$ cat config.mk
export PLATFORM = sky130hd
export DESIGN_NAME = llr_seq_ctrl
export DESIGN_NICKNAME = d
export VERILOG_FILES = /design/src/rtl/llr_seq_pkg.sv /design/src/rtl/llr_seq_ctrl.sv
export SDC_FILE = /design/constraint.sdc
export NUM_CORES = 1
export LEC_CHECK = 0
export ABC_AREA = 1
export CORE_MARGIN = 4
export CORE_UTILIZATION = 31
export CTS_BUF_LIST = sky130_fd_sc_hd__clkbuf_8
export DETAILED_ROUTE_END_ITERATION = 16
export GPL_TIMING_DRIVEN = 0
export PLACE_DENSITY_LB_ADDON = 0.15
export REMOVE_ABC_BUFFERS = 1
export SYNTH_ARGS = -nofsm -noshare
export SYNTH_HDL_FRONTEND = slang
export SYNTH_SLANG_ARGS = --single-unit
$ cat constraint.sdc
create_clock -name i_clk -period 1.6 [get_ports i_clk]
set_input_delay 0.16 -clock i_clk [delete_from_list [all_inputs] [get_ports i_clk]]
set_output_delay 0.16 -clock i_clk [all_outputs]
set_load 0.01 [all_outputs]
$ cat src/rtl/llr_seq_pkg.sv
// ---------------------------------------------------------------------------
// llr_seq_pkg : state encoding and per-code geometry for llr_seq_ctrl
// Revision    : 1.0
// ---------------------------------------------------------------------------
`default_nettype none

package llr_seq_pkg;

  typedef enum logic [2:0] {
    ST_IDLE = 3'd0,
    ST_LOAD = 3'd1,
    ST_READ = 3'd2,
    ST_ROT  = 3'd3,
    ST_DONE = 3'd4
  } state_e;

  localparam logic [1:0] CODE_64      = 2'd0;
  localparam logic [1:0] CODE_256     = 2'd1;
  localparam logic [1:0] CODE_1024    = 2'd2;
  localparam logic [1:0] CODE_ILLEGAL = 2'd3;

  localparam int POS_W  = 7;
  localparam int WORD_W = 64;

  function automatic logic [7:0] code_words(input logic [1:0] code);
    case (code)
      CODE_64:   code_words = 8'd8;
      CODE_256:  code_words = 8'd32;
      CODE_1024: code_words = 8'd128;
      default:   code_words = 8'd0;
    endcase
  endfunction

  function automatic logic [3:0] code_segs(input logic [1:0] code);
    case (code)
      CODE_64:   code_segs = 4'd1;
      CODE_256:  code_segs = 4'd2;
      CODE_1024: code_segs = 4'd8;
      default:   code_segs = 4'd0;
    endcase
  endfunction

  function automatic logic [5:0] code_groups(input logic [1:0] code);
    case (code)
      CODE_64:   code_groups = 6'd16;
      CODE_256:  code_groups = 6'd32;
      CODE_1024: code_groups = 6'd32;
      default:   code_groups = 6'd0;
    endcase
  endfunction

  function automatic logic code_rot_en(input logic [1:0] code);
    code_rot_en = (code == CODE_256) || (code == CODE_1024);
  endfunction

endpackage

`default_nettype wire

$ cat src/rtl/llr_seq_ctrl.sv
// ---------------------------------------------------------------------------
// llr_seq_ctrl : loads an LLR frame into the shift buffer, then walks it in
//                128-entry segments with 4 read positions per cycle.
// Revision     : 1.0
// ---------------------------------------------------------------------------
`default_nettype none

module llr_seq_ctrl
  import llr_seq_pkg::*;
(
  input  logic        i_clk,
  input  logic        i_rst,
  input  logic        i_start,
  input  logic [1:0]  i_code,
  input  logic        i_in_valid,
  output logic        o_in_ready,
  input  logic [63:0] i_in_data,
  input  logic        i_hold,
  output logic        o_mem_wen,
  output logic [63:0] o_mem_data,
  output logic        o_mem_rot,
  output logic [1:0]  o_mem_code,
  output logic [6:0]  o_pos0,
  output logic [6:0]  o_pos1,
  output logic [6:0]  o_pos2,
  output logic [6:0]  o_pos3,
  output logic        o_rd_valid,
  output logic        o_rd_last,
  output logic [2:0]  o_seg_idx,
  output logic        o_busy,
  output logic        o_done,
  output logic        o_err
);

  state_e      state_q, state_d;
  logic [1:0]  code_q, code_d;
  logic [6:0]  word_q, word_d;
  logic [4:0]  grp_q, grp_d;
  logic [2:0]  seg_q, seg_d;
  logic        rd_valid_q, rd_last_q;
  logic [2:0]  rd_seg_q;

  logic w_ready, w_rot, w_issue, w_done, w_err;
  logic w_word_last, w_grp_last, w_seg_last;

  assign w_word_last = ({1'b0, word_q} == (code_words(code_q) - 8'd1));
  assign w_grp_last  = ({1'b0, grp_q} == (code_groups(code_q) - 6'd1));
  assign w_seg_last  = ({1'b0, seg_q} == (code_segs(code_q) - 4'd1));

  always_comb begin
    state_d = state_q;
    code_d  = code_q;
    word_d  = word_q;
    grp_d   = grp_q;
    seg_d   = seg_q;
    w_ready = 1'b0;
    w_rot   = 1'b0;
    w_issue = 1'b0;
    w_done  = 1'b0;
    w_err   = 1'b0;
    case (state_q)
      ST_IDLE: begin
        if (i_start) begin
          if (i_code == CODE_ILLEGAL) begin
            w_err = 1'b1;
          end else begin
            code_d  = i_code;
            word_d  = 7'd0;
            state_d = ST_LOAD;
          end
        end
      end
      ST_LOAD: begin
        w_ready = 1'b1;
        grp_d   = 5'd0;
        seg_d   = 3'd0;
        if (i_in_valid) begin
          word_d = word_q + 7'd1;
          if (w_word_last) begin
            state_d = ST_READ;
          end
        end
      end
      ST_READ: begin
        if (!i_hold) begin
          w_issue = 1'b1;
          grp_d   = grp_q + 5'd1;
          if (w_grp_last) begin
            grp_d   = 5'd0;
            state_d = code_rot_en(code_q) ? ST_ROT : ST_DONE;
          end
        end
      end
      ST_ROT: begin
        // The last rotation is kept on purpose: it returns the buffer to load order.
        if (!i_hold) begin
          w_rot = 1'b1;
          if (w_seg_last) begin
            state_d = ST_DONE;
          end else begin
            seg_d   = seg_q + 3'd1;
            state_d = ST_READ;
          end
        end
      end
      ST_DONE: begin
        w_done  = 1'b1;
        state_d = ST_IDLE;
      end
      default: begin
        state_d = ST_IDLE;
      end
    endcase
  end

  always_ff @(posedge i_clk) begin
    if (i_rst) begin
      state_q    <= ST_IDLE;
      code_q     <= 2'd0;
      word_q     <= 7'd0;
      grp_q      <= 5'd0;
      seg_q      <= 3'd0;
      rd_valid_q <= 1'b0;
      rd_last_q  <= 1'b0;
      rd_seg_q   <= 3'd0;
    end else begin
      state_q    <= state_d;
      code_q     <= code_d;
      word_q     <= word_d;
      grp_q      <= grp_d;
      seg_q      <= seg_d;
      rd_valid_q <= w_issue;
      rd_last_q  <= w_issue & w_grp_last;
      if (w_issue) begin
        rd_seg_q <= seg_q;
      end
    end
  end

  // Reset gates every control output so no strobe escapes in the reset cycle.
  logic w_in_read;
  assign w_in_read = (state_q == ST_READ) && !i_rst;

  assign o_in_ready = w_ready & ~i_rst;
  assign o_mem_wen  = w_ready & i_in_valid & ~i_rst;
  assign o_mem_data = i_in_data;
  assign o_mem_rot  = w_rot & ~i_rst;
  assign o_mem_code = i_rst ? 2'd0 : code_q;
  assign o_pos0     = w_in_read ? {grp_q, 2'd0} : 7'd0;
  assign o_pos1     = w_in_read ? {grp_q, 2'd1} : 7'd0;
  assign o_pos2     = w_in_read ? {grp_q, 2'd2} : 7'd0;
  assign o_pos3     = w_in_read ? {grp_q, 2'd3} : 7'd0;
  assign o_rd_valid = rd_valid_q & ~i_rst;
  assign o_rd_last  = rd_last_q & ~i_rst;
  assign o_seg_idx  = i_rst ? 3'd0 : rd_seg_q;
  assign o_busy     = (state_q != ST_IDLE) && !i_rst;
  assign o_done     = w_done & ~i_rst;
  assign o_err      = w_err & ~i_rst;

endmodule

`default_nettype wire

==> results of run 1 <==
## cell families after synthesis
group | share of synthesized area [%]
compound gates | 7.46
xor+xnor | 1.15
fa+ha+maj | 3.84
buf+inv | 37.5
flops | 22.0
other cells | 0.164
simple gates | 27.9
## metrics by stage
step | power [uW] | setup TNS (ns) | cells | utilization (%)
2_1_floorplan | 1750 | -12.45 | 249 | -
4_1_cts | 2860 | -0.217 | 406 | 33.9
6_report | 3020 | -0.160 | 414 | 36.0
3_3_place_gp | 2110 | -44.44 | 388 | 31.2
3_5_place_dp | 2110 | -41.62 | 388 | 31.2
5_1_grt | 3260 | -1.89 | 414 | 36.0
## registers in the layout (all words and copies together), names as in the netlist
| signal | count |
|---|---|
| code_q | 2 |
| grp_q | 5 |
| rd_last_q | 1 |
| rd_seg_q | 3 |
| rd_valid_q | 1 |
| seg_q | 3 |
| state_q | 3 |
| word_q | 7 |
## area by class of cell
class / count / area (um^2)
clock inverter: 1 / 5.00
clock buffer: 3 / 41.3
timing repair buffer: 65 / 539
sequential: 25 / 517
multi-input combinational: 175 / 1080
fill: 774 / 4470
inverter: 49 / 211
tap: 96 / 120
## worst max path at each step
| stage | from | endpoint | slack [ns] | depth (start not counted) |
|---|---|---|---|---|
| 2_1_floorplan | state_q[1] | o_pos0[2] | -0.61 | 6 |
| 3_3_place_gp | i_rst | o_pos1[3] | -1.26 | 5 |
| 3_5_place_dp | i_rst | o_pos3[4] | -1.19 | 5 |
| 4_1_cts | code_q[1] | state_q[1] | -0.07 | 13 |
| 5_1_grt | code_q[1] | state_q[1] | -0.19 | 13 |
| 6_report | code_q[1] | state_q[1] | -0.06 | 13 |
## repair_timing
action / 4_1_cts / 5_1_grt
setup buffers: 14 / 9
resized for setup: 172 / 30
pin swaps: 7 / 11
setup endpoints to repair: 54 / 33
## synthesized netlist by cell type (4+ instances only)
library cell  number  share of area, %
nor2_1            32               5.3
nand4_1            5               1.4
nand2_1           54               8.9
o21ai_0            8               1.8
o22ai_1            4               1.1
buf_4             87                29
a21oi_1           16               3.5
inv_2              4              0.66
nand3_1           17               3.7
ha_1               7               3.8
nor2_4             8               4.0
dfxtp_1           25                22
inv_1             42               6.9
## routing by layer
layer | global-route usage [%] | vias to the layer above | share of wire, %
li1 | - | 912 | -
met1 | 23.0 | 858 | 38
met2 | 25.4 | 154 | 35
met3 | 26.0 | 8 | 26
met4 | 0.361 | 2 | 0.096
met5 | 9.62 | - | 0.49
## power by group
| group | leakage, uW | internal [uW] | switching (uW) |
|---|---|---|---|
| combinational | 0.000929 | 783 | 1050 |
| sequential | 0.000206 | 715 | 82.6 |
| clock | 0.0000255 | 175 | 218 |
==> impl_results.md, run 1 <==
* Final Skew at 0.00401 ns
* Maximum clock path buffer count at 2
* Lkg Pwr at roughly 0.0012 uW
* Worst Hold Path Cells at 0
* Number of buffers and inverters on the critical path at 3
* Placed inst area at 2180 um^2
* Most common library cell in the layout ignoring fill and taps: nand2_1
* Unrepaired setup endpoints after global routing: yes
* Skew-Pair Late Insertion Delay at 0.27 ns
* Pwr per Cell Area at around 1200 nW/um^2
* Max Cap Violations at 0
* Post-synthesis register bit count at 25
* Status: complete, but fails checks
* Post-synthesis cell count at 336
* ANT nets after route at 0
* Final Cell Area at 2520 um^2
* Synth warn at 0
* Vias in the first global route at 1,903
* Post-synth EDFFs at 0
* RD Place Congestion at 0.764
* Dominant synthesized flop cell: dfxtp_1
* Place WS at -1.19 ns
* HP Start: i_in_data[37]
* Die Height at 93.8 um
* Die footprint at 8790 um^2
* HP Class: input pin to output pin
* Critical path data required time at 1.78 ns
* Core Region at 6980 um^2
* H-tree Lvls at 1
* Die Width at 93.8 um
* Root Buffer: clkbuf_8
* HPWL Detailed at about 7.5 mm
* DRC at 0
* Overall Global Routing Usage at a little over a fifth
* Routed vias/inst at ~4.7
* Iteration-0 DRC Markers at 74
* Tmin final at approximately 1.7 ns
* Site row count at 30
* WHS Endpoint: o_mem_data[37]
* Hold_buf cts at 0
* Sequential cell area fraction in the yosys report at a little over a fifth
* Starting Density at 32.7%
* Fmax at between 600 and 700 MHz
* Antenna cells at 0
* Final Hold Fails at 0
* Num CTS Buffers at 3
* First-pass DRT Iterations at 4
* Final period util at 104%
* Largest net degree at the start of global routing at 22
* Final #Nets at 397
* Failing checks: setup timing
* Share of post-route cells with drive strength above 1 at 35.5%
* CP delay by family, top: simple AND/OR/NAND/NOR gates
* Clk slew on worst S/H paths at 0.09 ns
* Crit path top cell by count: nand2_1
* Hold Slack at 0.320 ns
* Worst setup margin at -0.0619 ns
* VDD IR-drop max at 0.000524 V
* Setup violators final at 8
* Crit path kind: flop to flop
* TritonCTS clock tree: yes
* Crit path max-delay cell type: dfxtp_2
* Ys async rst share at 0%
* Launching point of the worst reg2reg path: code_q[1]
* Global-route wire length before repair at 13.2 mm
* CP endpoint kind: flop
* Max Slew Vio Count at 0
* Max incr delay on CP at ~0.35 ns
* Mapped Avg Cell Area at 6.78 um^2
* Worst Path Arrival at 1.84 ns
* WL per Instance at approximately 23 um
* Crit path launch type: flop
* Area growth syn-to-layout at 10.4%
* Reg2Reg Depth at 13
* Worst path cell trace: inv_4 -> ha_4 -> inv_4 -> ha_4 -> inv_2 -> nand2_1 -> nand2_1 -> nor2_2 -> nand2_2 -> a21oi_2 -> nand3_1 -> nand2_1 -> nor2_2
* FF-to-FF End: state_q[1]
* PortBufs at between 40 and 50
* WL final at between 9 and 10 mm
* Most frequent cells in the layout: nand2_1 (48), inv_1 (35), nor2_1 (24)
* # clock sinks at 25
* Distinct cell type count after synthesis at 27
* R2r setup slk at -0.06 ns
* Gr ovfl total at 0
* Cell Area, Synth at roughly 2300 um^2
* Num ports at about 180
* Routed vias at 1,934
* Antenna violations before repair at 0
* Crit-path max FO at 3
Power figures use the tool's default switching activity.
==> run 2, diff against run 1 <==
--- a/config.mk
+++ b/config.mk
@@ -13,6 +13,7 @@
 export GPL_TIMING_DRIVEN = 0
 export PLACE_DENSITY_LB_ADDON = 0.15
 export REMOVE_ABC_BUFFERS = 1
+export SKIP_LAST_GASP = 1
 export SYNTH_ARGS = -nofsm -noshare
 export SYNTH_HDL_FRONTEND = slang
 export SYNTH_SLANG_ARGS = --single-unit
==> impl_results.md, run 2 (same netlist as run 1, synthesis figures left out) <==
* PortBufs at 43 (unchanged)
* Gr ovfl total at 0 (unchanged)
* Most frequent cells in the layout: nand2_1 (49), inv_1 (35), buf_6 (28) (was nand2_1 (48), inv_1 (35), nor2_1 (24))
* Final #Nets at 398 (was 397)
* Starting Density at 32.7% (unchanged)
* Crit path launch type: flop (unchanged)
* Pwr per Cell Area at 1170 nW/um^2 (was 1200 nW/um^2)
* Switch share at 44.6% (was 44.7%)
* Max Cap Violations at 0 (unchanged)
* WL per Instance at 22.7 um (was 22.6 um)
* Crit-path max FO at 3 (unchanged)
* Global-route wire length before repair at 13.2 mm (about the same)
* Most common library cell in the layout ignoring fill and taps: nand2_1 (unchanged)
* Final Skew at 0.00502 ns (was 0.00401 ns)
* Setup violators final at 9 (was 8)
* Die footprint at 8790 um^2 (unchanged)
* CP endpoint kind: flop (unchanged)
* Overall Global Routing Usage at 20.9% (was 20.8%)
* Non-Filler Instances at 415 (was 414)
* Final Cell Area at 2590 um^2 (was 2520 um^2)
* Die Height at 93.8 um (unchanged)
* Crit path kind: flop to flop (unchanged)
* Setup crit start: code_q[1] (unchanged)
* Clk slew on worst S/H paths at 0.09 ns (about the same)
* HP Start: i_in_data[37] (unchanged)
* WL final at 9.41 mm (was 9.36 mm)
* Antenna violations before repair at 0 (unchanged)
* TritonCTS clock tree: yes (unchanged)
* Num CTS Buffers at 3 (unchanged)
* H-tree Lvls at 1 (unchanged)
* Max reg flops at 7 (unchanged)
* Routed vias at 1,940 (was 1,934)
* Worst setup margin at -0.0614 ns (was -0.0619 ns)
* NetSw at 1340 uW (was 1350 uW)
* Sequential power share at 26.3% (was 26.4%)
* Vias in the first global route at 1,927 (was 1,903)
* Hold_buf cts at 0 (unchanged)
* Final Hold Fails at 0 (unchanged)
* Worst Path Arrival at 1.84 ns (about the same)
* Crit path max-delay cell type: dfxtp_2 (unchanged)
* Clock share of power at 13.0% (about the same)
* Area growth syn-to-layout at 13.6% (was 10.4%)
* HP Class: input pin to output pin (unchanged)
* Launching point of the worst reg2reg path: code_q[1] (unchanged)
* Failing checks: setup timing (unchanged)
* Fmax at 602 MHz (about the same)
* RD Place Congestion at 0.764 (unchanged)
* Final period util at 104% (about the same)
* Routed vias/inst at 4.67 (about the same)
* Total power at 3020 uW (about the same)
* Share of post-route cells with drive strength above 1 at 35.1% (was 35.5%)
* Lkg Pwr at 0.00119 uW (was 0.00116 uW)
* Iteration-0 DRC Markers at 106 (was 74)
* Number of buffers and inverters on the critical path at 3 (unchanged)
* Die Width at 93.8 um (unchanged)
* Site row count at 30 (unchanged)
* CP delay by family, top: simple AND/OR/NAND/NOR gates (unchanged)
* Regs by FF count: word_q (7), grp_q (5) (unchanged)
* First-pass DRT Iterations at 4 (unchanged)
* Crit path top cell by count: nand2_1 (unchanged)
* Internal power at 1670 uW (about the same)
* Max incr delay on CP at 0.35 ns (about the same)
* Antenna cells at 0 (unchanged)
* Placed inst area at 2180 um^2 (unchanged)
* Critical path data required time at 1.77 ns (was 1.78 ns)
* VDD IR-drop max at 0.000525 V (was 0.000524 V)
* Worst path cell trace: inv_4 -> ha_4 -> inv_4 -> ha_4 -> inv_2 -> nand2_1 -> nand2_1 -> nor2_2 -> nand2_2 -> a21oi_2 -> nand3_1 -> nand2_1 -> nor2_2 (unchanged)
* Placed cell count at 388 (unchanged)
* Maximum clock path buffer count at 2 (unchanged)
* Core Region at 6980 um^2 (unchanged)
* Logic pwr share at 60.6% (about the same)
* DRC at 0 (unchanged)
* Root Buffer: clkbuf_8 (unchanged)
* Status: complete, but fails checks (unchanged)
* Largest net degree at the start of global routing at 22 (unchanged)
* ANT nets after route at 0 (unchanged)
* Num ports at 176 (unchanged)
* # clock sinks at 25 (unchanged)
* Tmin final at 1.66 ns (about the same)
* Most flop-heavy register: word_q (unchanged)
* Unrepaired setup endpoints after global routing: yes (unchanged)
* HPWL Detailed at 7.50 mm (unchanged)
* Skew-Pair Late Insertion Delay at 0.27 ns (about the same)
* Max Slew Vio Count at 0 (unchanged)
==> run 2: changes by cell type in the layout (fill, tap and decap cells not counted), moves of 2 or more <==
cell | before | now
buf_4 | 16 | 18
buf_2 | 16 | 5
inv_4 | 7 | 5
buf_6 | 18 | 28
==> run 2: repair_timing <==
action	CTS	global route
pin swaps	7	13
setup endpoints to repair	54	35
hold endpoints to repair	0	0
buffers inserted	14	10
resized for setup	158	50
==> run 2: worst paths after layout <==
check                         to  slack (ns)  depth (start not counted)
setup / recovery      state_q[1]       -0.06                         13
hold / removal    o_mem_data[37]        0.32                          0
setup reg to reg      state_q[1]       -0.06                         13
hold reg to reg         grp_q[0]        0.51                          2
==> run 2: worst reg2reg max path: cells and delay by family, from the launching register on <==
family                   cells  cell delay [ns]
AO/OA/AOI/OAI                1             0.12
buffers and inverters        3             0.16
adder cells (fa/ha/maj)      2             0.42
AND/OR/NAND/NOR              7             0.51
flip-flops                   1             0.35
==> run 2: stage by stage <==
step	worst slack (ns)	hold slack (ns)	utilization, %	setup TNS, ns
after global placement	-1.26	0.321	31.2	-44.44
final	-0.0614	0.320	37.1	-0.304
after floorplan	-0.607	0.229	-	-12.45
after global routing	-0.193	0.320	37.1	-2.48
after CTS	-0.0866	0.321	34.7	-0.651
after detailed placement	-1.19	0.321	31.2	-41.62
==> run 2: final cells by class <==
cell class / instances / area, um^2
multi-input combinational: 175 / 1070
clock buffer: 3 / 41.3
inverter: 49 / 211
clock inverter: 1 / 5.00
sequential: 25 / 517
tap: 96 / 120
fill: 763 / 4390
timing repair buffer: 66 / 619
==> run 2: layer usage <==
metal | GRT usage (%) | wire (um) | vias up
li1 | - | - | 915
met1 | 23.1 | 3600 | 861
met2 | 25.4 | 3300 | 154
met3 | 26.0 | 2460 | 8
met4 | 0.361 | 9 | 2
met5 | 9.62 | 46 | -
==> run 2: power groups by stage <==
stage | combinational [uW] | clock, uW | sequential [uW]
finish | 1830 | 393 | 795
global route | 2020 | 428 | 807
floorplan | 979 | 0 | 767
detailed placement | 1330 | 0 | 782
CTS | 1670 | 420 | 784
global placement | 1330 | 0 | 782
